==> src/rtl/fifo_pkg.sv <==
// fifo_pkg: Gray-code helpers and geometry checks shared by both FIFO controllers
package fifo_pkg;
  localparam int GRAY_W = 32;
  typedef logic [GRAY_W-1:0] gray_word_t;
  // Operands are zero-extended into gray_word_t, so one body serves every pointer width.
  function automatic gray_word_t bin2gray(input gray_word_t b);
    return b ^ (b >> 1);
  endfunction
  function automatic gray_word_t gray2bin(input gray_word_t g);
    gray_word_t b;
    b[GRAY_W-1] = g[GRAY_W-1];
    for (int i = GRAY_W - 2; i >= 0; i--) b[i] = b[i+1] ^ g[i];
    return b;
  endfunction
  function automatic bit depth_ok(input int height, input int ptr_w);
    return height == (1 << ptr_w);
  endfunction
endpackage

==> src/rtl/gray_sync_unit.sv <==
// gray_sync_unit: plain flop chain carrying a Gray pointer into the local clock domain
module gray_sync_unit #(
  parameter int width       = 4,
  parameter int sync_stages = 2
) (
  input  logic             clk,
  input  logic             rst,
  input  logic [width-1:0] d_async,
  output logic [width-1:0] q_sync
);
  logic [width-1:0] r_sync [sync_stages];
  if (sync_stages < 1) begin : g_bad_stages
    $error("gray_sync_unit needs at least one stage");
  end
  // shift the asynchronous word through the chain with no logic between stages
  always_ff @(posedge clk or negedge rst)
    if (!rst) begin
      for (int i = 0; i < sync_stages; i++) r_sync[i] <= '0;
    end else begin
      r_sync[0] <= d_async;
      for (int i = 1; i < sync_stages; i++) r_sync[i] <= r_sync[i-1];
    end
  assign q_sync = r_sync[sync_stages-1];
endmodule

==> src/rtl/fifo_write_ctrl_unit.sv <==
// fifo_write_ctrl_unit: write-domain pointer, handshake and status control for the async FIFO
module fifo_write_ctrl_unit
  import fifo_pkg::*;
#(
  parameter int stk_height    = 8,
  parameter int stk_ptr_width = 3,
  parameter int sync_stages   = 2,
  parameter int af_thresh     = 6
) (
  input  logic                     clk_write,
  input  logic                     rst,
  input  logic                     wr_valid,
  output logic                     wr_ready,
  output logic                     write_to_stk,
  output logic [stk_ptr_width-1:0] write_ptr,
  output logic [stk_ptr_width:0]   wr_ptr_gray,
  input  logic [stk_ptr_width:0]   rd_ptr_gray_async,
  output logic                     full,
  output logic                     almost_full,
  output logic [stk_ptr_width:0]   wr_level,
  output logic                     overflow
);
  localparam int N = stk_ptr_width + 1;
  localparam logic [N-1:0] FULL_MASK = N'(3) << (N - 2);
  localparam logic [N-1:0] AF_LEVEL = N'(af_thresh);
  if (!depth_ok(stk_height, stk_ptr_width)) begin : g_bad_depth
    $error("stk_height must equal 2**stk_ptr_width");
  end
  if (sync_stages < 2) begin : g_bad_sync
    $error("sync_stages must be at least 2");
  end
  if (af_thresh < 1 || af_thresh > stk_height) begin : g_bad_af
    $error("af_thresh must lie in 1..stk_height");
  end
  logic [N-1:0] r_wbin, r_wgray, r_level;
  logic         r_full, r_af, r_ovf;
  logic         w_accept;
  logic [N-1:0] w_wbin_next, w_wgray_next, w_rq_gray, w_rq_bin, w_level_next;
  logic [31:0]  w_wg32, w_rb32;
  logic         w_unused;
  // The status registers form the last synchronizer stage, so the chain itself is one flop
  // shorter and a read-pointer move shows up in full/level exactly sync_stages edges later.
  gray_sync_unit #(.width(N), .sync_stages(sync_stages - 1)) u_rq_sync (
    .clk    (clk_write),
    .rst    (rst),
    .d_async(rd_ptr_gray_async),
    .q_sync (w_rq_gray)
  );
  assign w_accept     = wr_valid & ~r_full;
  assign w_wbin_next  = r_wbin + N'(w_accept);
  assign w_wg32       = bin2gray(32'(w_wbin_next));
  assign w_rb32       = gray2bin(32'(w_rq_gray));
  assign w_wgray_next = w_wg32[N-1:0];
  assign w_rq_bin     = w_rb32[N-1:0];
  assign w_level_next = w_wbin_next - w_rq_bin;
  assign w_unused     = &{1'b0, w_wg32[31:N], w_rb32[31:N]};
  // advance the pointers on accept and register status from the next-state values
  always_ff @(posedge clk_write or negedge rst)
    if (!rst) begin
      r_wbin  <= '0;
      r_wgray <= '0;
      r_level <= '0;
      r_full  <= 1'b0;
      r_af    <= 1'b0;
      r_ovf   <= 1'b0;
    end else begin
      r_wbin  <= w_wbin_next;
      r_wgray <= w_wgray_next;
      r_level <= w_level_next;
      r_full  <= w_wgray_next == (w_rq_gray ^ FULL_MASK);
      r_af    <= w_level_next >= AF_LEVEL;
      r_ovf   <= wr_valid & r_full;
    end
  assign wr_ready     = ~r_full;
  assign write_to_stk = w_accept;
  assign write_ptr    = r_wbin[N-2:0];
  assign wr_ptr_gray  = r_wgray;
  assign full         = r_full;
  assign almost_full  = r_af;
  assign wr_level     = r_level;
  assign overflow     = r_ovf;
endmodule

==> config.mk <==
export PLATFORM = sky130hd
export DESIGN_NAME = fifo_write_ctrl_unit
export DESIGN_NICKNAME = d
export VERILOG_FILES = /design/src/rtl/fifo_pkg.sv /design/src/rtl/gray_sync_unit.sv /design/src/rtl/fifo_write_ctrl_unit.sv
export SDC_FILE = /design/constraint.sdc
export NUM_CORES = 1
export LEC_CHECK = 0
export BUFFER_PORTS_ARGS = -buffer_cell sky130_fd_sc_hd__clkbuf_2
export CAP_MARGIN = 10
export CORE_MARGIN = 1.5
export CORE_UTILIZATION = 45
export DETAILED_ROUTE_END_ITERATION = 6
export PLACE_DENSITY = 0.69
export SYNTH_ARGS = -nofsm -noshare
export SYNTH_HDL_FRONTEND = slang
export SYNTH_HIERARCHICAL = 1
export SYNTH_SLANG_ARGS = --single-unit
==> constraint.sdc <==
create_clock -name clk_write -period 2.5 [get_ports clk_write]
set_input_delay 0.125 -clock clk_write [delete_from_list [all_inputs] [get_ports clk_write]]
set_output_delay 0.125 -clock clk_write [all_outputs]
set_load 0.1 [all_outputs]
* Word-level counts from Yosys, hierarchy flattened
Cells that the tools add are included.
Word-level totals: word-level logic and storage cells 19, register bits after elaboration 19, output and inout port bits 16, bits of input ports 7
Cells by class: $add $sub $neg 2, order comparisons 1, bitwise logic cells 8, equal/unequal tests 1
Operators by type and width (number):
- adder 4 x 1 -> 4 bit | 1
- == test 4 bit | 1
- greater-or-equal comparator 4 x 3 -> 1 bit (second input constant) | 1
- subtractor 4 bit | 1
- bitwise XOR 4 x 3 -> 4 bit | 1
- bitwise XOR 1 bit | 3
- AND 1 bit | 2
- inverter 2 bit | 1
- inverter 1 bit | 1

* Depth between registers and ports, before layout
Gate-level depths: netlist of run 1.
word-level depth 5, depth in mapped cells 9, mapped depth without buffers 9

* Cells and area by module
The synthesis of run 1 kept the hierarchy.
By module, submodules not included:
- fifo_write_ctrl_unit | area an instance 676.9 µm², cells an instance 52, instances 1, seq. area each 350.3 µm²
- gray_sync_unit | area an instance 100.1 µm², cells an instance 4, instances 1, seq. area each 100.1 µm²

* Least setup slack after synthesis of run 1
No wires, ideal clock.
kind reg-to-reg, start point reg r_full, in the netlist full, end point reg r_af, in the netlist almost_full, clock period less this slack 4.145 ns, required time 2.382 ns, setup slack -1.645 ns, arrival 4.027 ns, setup time 0.118 ns, cell stages (with the launch flop) 10, buffers on the path 0, cell sequence dfrtp_1 > nor2b_1 > ha_1 > ha_1 > xor2_2 > ha_1 > a21oi_1 > o21ai_0 > xor3_1 > a21o_1
Between the ends: cells in the longest elaborated chain, start to end 5
Ends and longest elaborated chain:
- start, declared | line fifo_write_ctrl_unit.sv:36 | logic r_full, r_af, r_ovf;
- start signal, assigned | line fifo_write_ctrl_unit.sv:70 | r_full <= w_wgray_next == (w_rq_gray ^ FULL_MASK);
- inverter 1 bit | line fifo_write_ctrl_unit.sv:49 | assign w_accept = wr_valid & ~r_full;
- AND 1 bit | line fifo_write_ctrl_unit.sv:49
- net write_to_stk | line fifo_write_ctrl_unit.sv:14 | output logic write_to_stk,
- adder 4 x 1 -> 4 bit | line fifo_write_ctrl_unit.sv:50 | assign w_wbin_next = r_wbin + N'(w_accept);
- net w_wbin_next[2] | line fifo_write_ctrl_unit.sv:38 | logic [N-1:0] w_wbin_next, w_wgray_next, w_rq_gray, w_rq_bin, w_level_next;
- subtractor 4 bit | line fifo_write_ctrl_unit.sv:55 | assign w_level_next = w_wbin_next - w_rq_bin;
- net w_level_next[3] | line fifo_write_ctrl_unit.sv:38
- greater-or-equal comparator 4 x 3 -> 1 bit | line fifo_write_ctrl_unit.sv:71 | r_af <= w_level_next >= AF_LEVEL;
- end signal, assigned | line fifo_write_ctrl_unit.sv:64 | r_af <= 1'b0;
- end signal, assigned | line fifo_write_ctrl_unit.sv:71
- end, declared | line fifo_write_ctrl_unit.sv:36
The timed path passes the listed nets, and every way through them passes these cells.

* Worst setup path in the final report of run 1
start point reg u_rq_sync.r_sync, in the netlist u_rq_sync/q_sync[3], end point reg r_af, in the netlist almost_full
Between the ends: cells in the longest elaborated chain, start to end 5
Ends and longest elaborated chain:
- start, declared | line gray_sync_unit.sv:11 | logic [width-1:0] r_sync [sync_stages];
- bitwise XOR 1 bit (*) | line fifo_pkg.sv:12 | for (int i = GRAY_W - 2; i >= 0; i--) b[i] = b[i+1] ^ g[i];
- bitwise XOR 1 bit (2 in series) | line fifo_pkg.sv:12
- subtractor 4 bit (*) | line fifo_write_ctrl_unit.sv:55
- net w_level_next[2] | line fifo_write_ctrl_unit.sv:38
- greater-or-equal comparator 4 x 3 -> 1 bit (*) | line fifo_write_ctrl_unit.sv:71
The timed path passes the listed nets; every way through them passes the cells marked *.

==> results of run 1 <==
## layout by cell type, fill, tap and decap left out, types with 2 or more instances in the layout
| master | instances |
|---|---|
| xnor2_1 | 5 |
| nand3_1 | 2 |
| ha_4 | 3 |
| clkbuf_4 | 3 |
| clkbuf_2 | 22 |
| dfrtp_1 | 17 |
| ha_1 | 2 |
| dlygate4sd3_1 | 5 |
| inv_1 | 7 |
| or3_1 | 2 |
| xor2_1 | 5 |
## sequential cells by signal, summed over array words and instances (netlist names)
| signal | flops |
|---|---|
| almost_full | 1 |
| full | 1 |
| wr_ptr_gray | 3 |
| r_wbin | 4 |
| overflow | 1 |
| u_rq_sync/q_sync | 4 |
| wr_level | 4 |
## metal layers
metal	wire length, microns	vias to the layer above	track usage, %
met5	0	-	0
met4	21	0	7.27
met3	62	4	4.90
met2	647	19	23.8
met1	535	242	18.6
li1	-	238	-
## worst max-delay path: stages (launching register included)
cell and delay, ps:
dfrtp_1 420, xnor2_1 410, xor2_1 320, xnor2_1 110, ha_1 210, fa_1 380, xnor2_1 150, a21o_1 190
## timing repair
action	in CTS	in global routing
endpoints found under the hold margin	22	0
hold buffers	5	0
setup endpoints to repair	0	0
## kinds of logic after synthesis
group / share of synthesized area, %
flip-flops: 58.0
adder cells (fa/ha/maj): 10.6
AO/OA/AOI/OAI: 3.22
buffers and inverters: 3.38
XOR/XNOR: 18.5
AND/OR/NAND/NOR: 6.28
## stage by stage
step / setup TNS (ps) / hold slack, ps / worst slack (ps) / cell area (sq um)
final: 0 / 53.5 / 224 / 1060
after CTS: 0 / 54.3 / 205 / 1060
after global routing: 0 / 69.0 / 135 / 1060
after detailed placement: 0 / 85.7 / 258 / 975
after floorplan: -373 / -171 / -227 / 837
after global placement: 0 / 83.9 / 382 / 975
## path summary, 6_finish.rpt
check | endpoint | slack, ps | cells after the start
worst max register to register | almost_full | 220 | 7
worst max-delay path | almost_full | 220 | 7
min in group asynchronous | overflow | 290 | 2
worst min register to register | full | 590 | 2
max in group asynchronous | full | 1870 | 2
worst min-delay path | overflow | 50 | 2
## layout make-up
class / instances / area, sq um / area share, %
clock buffer: 4 / 36.3 / 3.42
tap: 16 / 20.0 / 1.89
inverter: 7 / 26.3 / 2.48
timing repair buffer: 28 / 168 / 15.8
sequential: 18 / 454 / 42.8
multi-input combinational: 31 / 357 / 33.6
## synthesized netlist by cell type (2+ instances only)
| cell | n | share of area [%] |
|---|---|---|
| xor2_2 | 2 | 4.2 |
| inv_1 | 7 | 3.4 |
| xor2_1 | 5 | 5.6 |
| ha_1 | 5 | 8.1 |
| dfrtp_1 | 18 | 58 |
| or3_1 | 2 | 1.6 |
| xnor2_1 | 5 | 5.6 |
| nand3_1 | 2 | 1.3 |
==> run_results.csv, run 1 <==
group,metric,value,unit
sta,hold_violations,0,
floorplan,die_w,44.6,microns
clock_network,cts_max_level,1,
place,io_buffers,22,
synth,synth_area,777,sq um
clock_network,ctsResizeCount,0,
routing,dr.pass1.iters,6,
place,hpwl,947,microns
finish,diodes,0,
synth,synth_seq_area_share,58.0,%
global_routing,antenna_found_initial,0,
clock_network,path_clk_slew,100,ps
worst_setup_path,worstPathMaxFanout,4,
worst_setup_path,rr_startpoint,"u_rq_sync/q_sync[3]",
floorplan,core,1560,sq um
sta,worst_clock_skew,0.612,ps
sta,rsz0062_at_grt,"false",
clock_network,cts_tree,"built",
sta,finalMaxSlewViolations,0,
routing,drc,2,
finish,fin_nets,102,
worst_setup_path,startpoint_type,"flop",
global_routing,grt_pass1_vias,470,
outcome,outcome,"finished, violations left",
global_routing,grt_pass1_wl,2.04,mm
clock_network,cts_buffers,3,
synth,avgSynthCellArea,13.9,sq um
min_path,hold_class,"in -> reg",
clock_network,clockBufferDepth,2,
worst_setup_path,crit_start,"u_rq_sync/q_sync[3]",
place,place_inst,95,
floorplan,ios,23,
outcome,violations,"DRC",
worst_setup_path,crit_arrival,2470,ps
routing,antenna_left,0,
clock_network,worstSkewPairLatency,290,ps
synth,ys.warnings.count,6,
sta,slew-limit-headroom,63.8,%
sta,min_period_over_period,91.0,%
global_routing,grt_max_degree,19,
synth,synthCells,56,
worst_setup_path,cp-end-kind,"flop",
finish,instances_no_fill,104,
clock_network,postCtsSetupBuffers,0,
sta,worstMarginPinSlew,545,ps
flow_run,drv_cap,0,
routing,avgRoutedWirePerCell,12.2,microns
floorplan,initial_utilization,49.8,%
finish,syn_to_final_growth,36.6,%
synth,synth_edf_count,0,
sta,max_freq,0.439,GHz
synth,synthArstFlopShare,100,%
min_path,worstHoldStart,"wr_valid",
synth,ys.flop_type,"dfrtp_1",
sta,period_minus_slack,2280,ps
worst_setup_path,path_class,"reg -> reg",
place,gp_congestion,0.803,
routing,totalWireLength,1.27,mm
finish,layout-drive-gt1-share,39.8,%
worst_setup_path,crit_required,2690,ps
floorplan,num_rows,14,
routing,drt_iter0_markers,8,
global_routing,grt_usage,15.1,%
clock_network,cts.sinks,18,
sta,setup_viol,0,
floorplan,die-area,1990,sq um
routing,viasPerCell,4.84,
finish,final.fill_count,111,
routing,via_count,503,
synth,synth.distinct_cells,18,
floorplan,die_h,44.6,microns
synth,synth-seq-cells,18,
global_routing,grt_overflow,0,
clock_network,clockRootBuffer,"clkbuf_4",
finish,fin_util,68.1,%
synth,synth.net_count,69,
Power of run 1 is not shown: default switching activity piles up to over one toggle a cycle in this logic, so the estimate is an artifact.
==> run 2: changes to the inputs <==
--- a/config.mk
+++ b/config.mk
@@ -10,7 +10,8 @@
 export CORE_MARGIN = 1.5
 export CORE_UTILIZATION = 45
 export DETAILED_ROUTE_END_ITERATION = 6
-export PLACE_DENSITY = 0.69
+export GPL_TIMING_DRIVEN = 0
+export PLACE_DENSITY_LB_ADDON = 0.25
 export SYNTH_ARGS = -nofsm -noshare
 export SYNTH_HDL_FRONTEND = slang
 export SYNTH_HIERARCHICAL = 1
==> run_results.csv, run 2 (same netlist as run 1, synthesis figures left out) <==
group,metric,value,unit
routing,totalWireLength,1.18,mm
sta,slew-limit-headroom,63.9,%
finish,layout-drive-gt1-share,37.9,%
worst_setup_path,rr_startpoint,"u_rq_sync/q_sync[3]",
routing,via_count,497,
floorplan,core,1560,sq um
clock_network,postCtsSetupBuffers,0,
worst_setup_path,crit_top_cell,"xnor2_1",
place,post-place-ws,241,ps
min_path,hold_class,"in -> reg",
flow_run,drv_cap,0,
sta,finalMaxSlewViolations,0,
place,hpwl,881,microns
worst_setup_path,cpPeakStageDelay,430,ps
finish,diodes,0,
outcome,outcome,"finished, violations left",
global_routing,antenna_found_initial,0,
clock_network,cts_tree,"built",
floorplan,initial_utilization,49.8,%
sta,setup_viol,0,
min_path,hold-path-cell-count,2,
finish,final_cell_mix,"22 x clkbuf_2, 17 x dfrtp_1, 7 x inv_1",
global_routing,grt_overflow,0,
finish,ff_latch_area,454,sq um
routing,drt_iter0_markers,6,
floorplan,die_w,44.6,microns
place,gp_congestion,0.764,
global_routing,grt_usage,15.0,%
worst_setup_path,cpLargestDelayFamily,"XOR/XNOR gates",
sta,period_minus_slack,2260,ps
sta,worstMarginPinSlew,545,ps
sta,rsz0062_at_grt,"false",
clock_network,cts.sinks,18,
routing,avgRoutedWirePerCell,11.5,microns
worst_setup_path,startpoint_type,"flop",
sta,min_period_over_period,90.4,%
worst_setup_path,crit_required,2680,ps
worst_setup_path,r2r_cells,7,
sta,worst_clock_skew,4.11,ps
outcome,violations,"DRC",
sta,layout_setup_ws,240,ps
global_routing,grt_pass1_vias,477,
floorplan,die_h,44.6,microns
routing,dr.pass1.iters,6,
global_routing,grt_pass1_wl,2.00,mm
clock_network,clockBufferDepth,2,
sta,max_freq,0.442,GHz
global_routing,grt_max_degree,19,
worst_setup_path,path_class,"reg -> reg",
worst_setup_path,crit_start,"u_rq_sync/q_sync[3]",
finish,multiInputGateArea,357,sq um
worst_setup_path,slowest_stage,"dfrtp_1",
floorplan,die-area,1990,sq um
worst_setup_path,cp_num_buf_inv,0,
clock_network,cts_max_level,1,
place,io_buffers,22,
min_path,worstHoldStart,"wr_valid",
worst_setup_path,regToRegEndpoint,"almost_full",
worst_setup_path,ff2ff_setup_slack,240,ps
sta,hold_violations,0,
finish,layout_commonest_cell,"clkbuf_2",
clock_network,cts_buffers,3,
clock_network,worstSkewPairLatency,290,ps
routing,antenna_left,0,
clock_network,clockRootBuffer,"clkbuf_4",
finish,syn_to_final_growth,34.3,%
min_path,min_to,"overflow",
worst_setup_path,cp_cell_sequence,"xnor2_1 > xor2_1 > xnor2_1 > ha_1 > fa_1 > xnor2_1 > a21o_1",
finish,fin_nets,101,
finish,final.fill_count,122,
worst_setup_path,cp-end-kind,"flop",
floorplan,ios,23,
floorplan,num_rows,14,
routing,drc,2,
worst_setup_path,crit_arrival,2440,ps
routing,viasPerCell,4.83,
clock_network,path_clk_slew,90,ps
worst_setup_path,worstPathMaxFanout,4,
run 2: changes by cell type in the layout (fill, tap and decap cells not counted), sizes merged:
cell and change:
buf -1
run 2: repair_timing:
item / CTS / global route
resized for setup: 0 / 0
endpoints found under the hold margin: 22 / 0
hold buffers: 5 / 0
run 2: final cells by class:
class                   count  share of cell area [%]
clock buffers               4                    2.52
flip-flops and latches     18                    43.5
multi-input cells          31                    34.2
repair buffers             27                    15.3
inverters                   7                    2.52
well taps                  16                    1.92
run 2: per-layer routing:
layer | vias up | global-route usage (%) | wire length [microns]
met1 | 239 | 17.0 | 472
met4 | 0 | 9.09 | 25
met5 | - | 0 | 0
li1 | 238 | - | -
met2 | 16 | 24.3 | 630
met3 | 4 | 4.90 | 54
run 2: worst max path at each step:
stage / end / slack (ps) / depth (start not counted)
2_1_floorplan: almost_full / -230 / 9
3_3_place_gp: almost_full / 260 / 7
3_5_place_dp: almost_full / 240 / 7
4_1_cts: almost_full / 210 / 7
5_1_grt: almost_full / 100 / 7
6_report: almost_full / 240 / 7
run 2: metrics by stage:
step / instance area, sq um / instances / setup TNS (ps) / hold slack, ps / utilization [%]
floorplan: 837 / 56 / -373 / -171 / -
global placement: 967 / 94 / 0 / 80.9 / 62.0
detailed placement: 967 / 94 / 0 / 89.8 / 62.0
CTS: 1040 / 103 / 0 / 50.2 / 66.9
global route: 1040 / 103 / 0 / 54.5 / 66.9
finish: 1040 / 103 / 0 / 61.5 / 66.9
Power of run 2 is left out for the same reason.
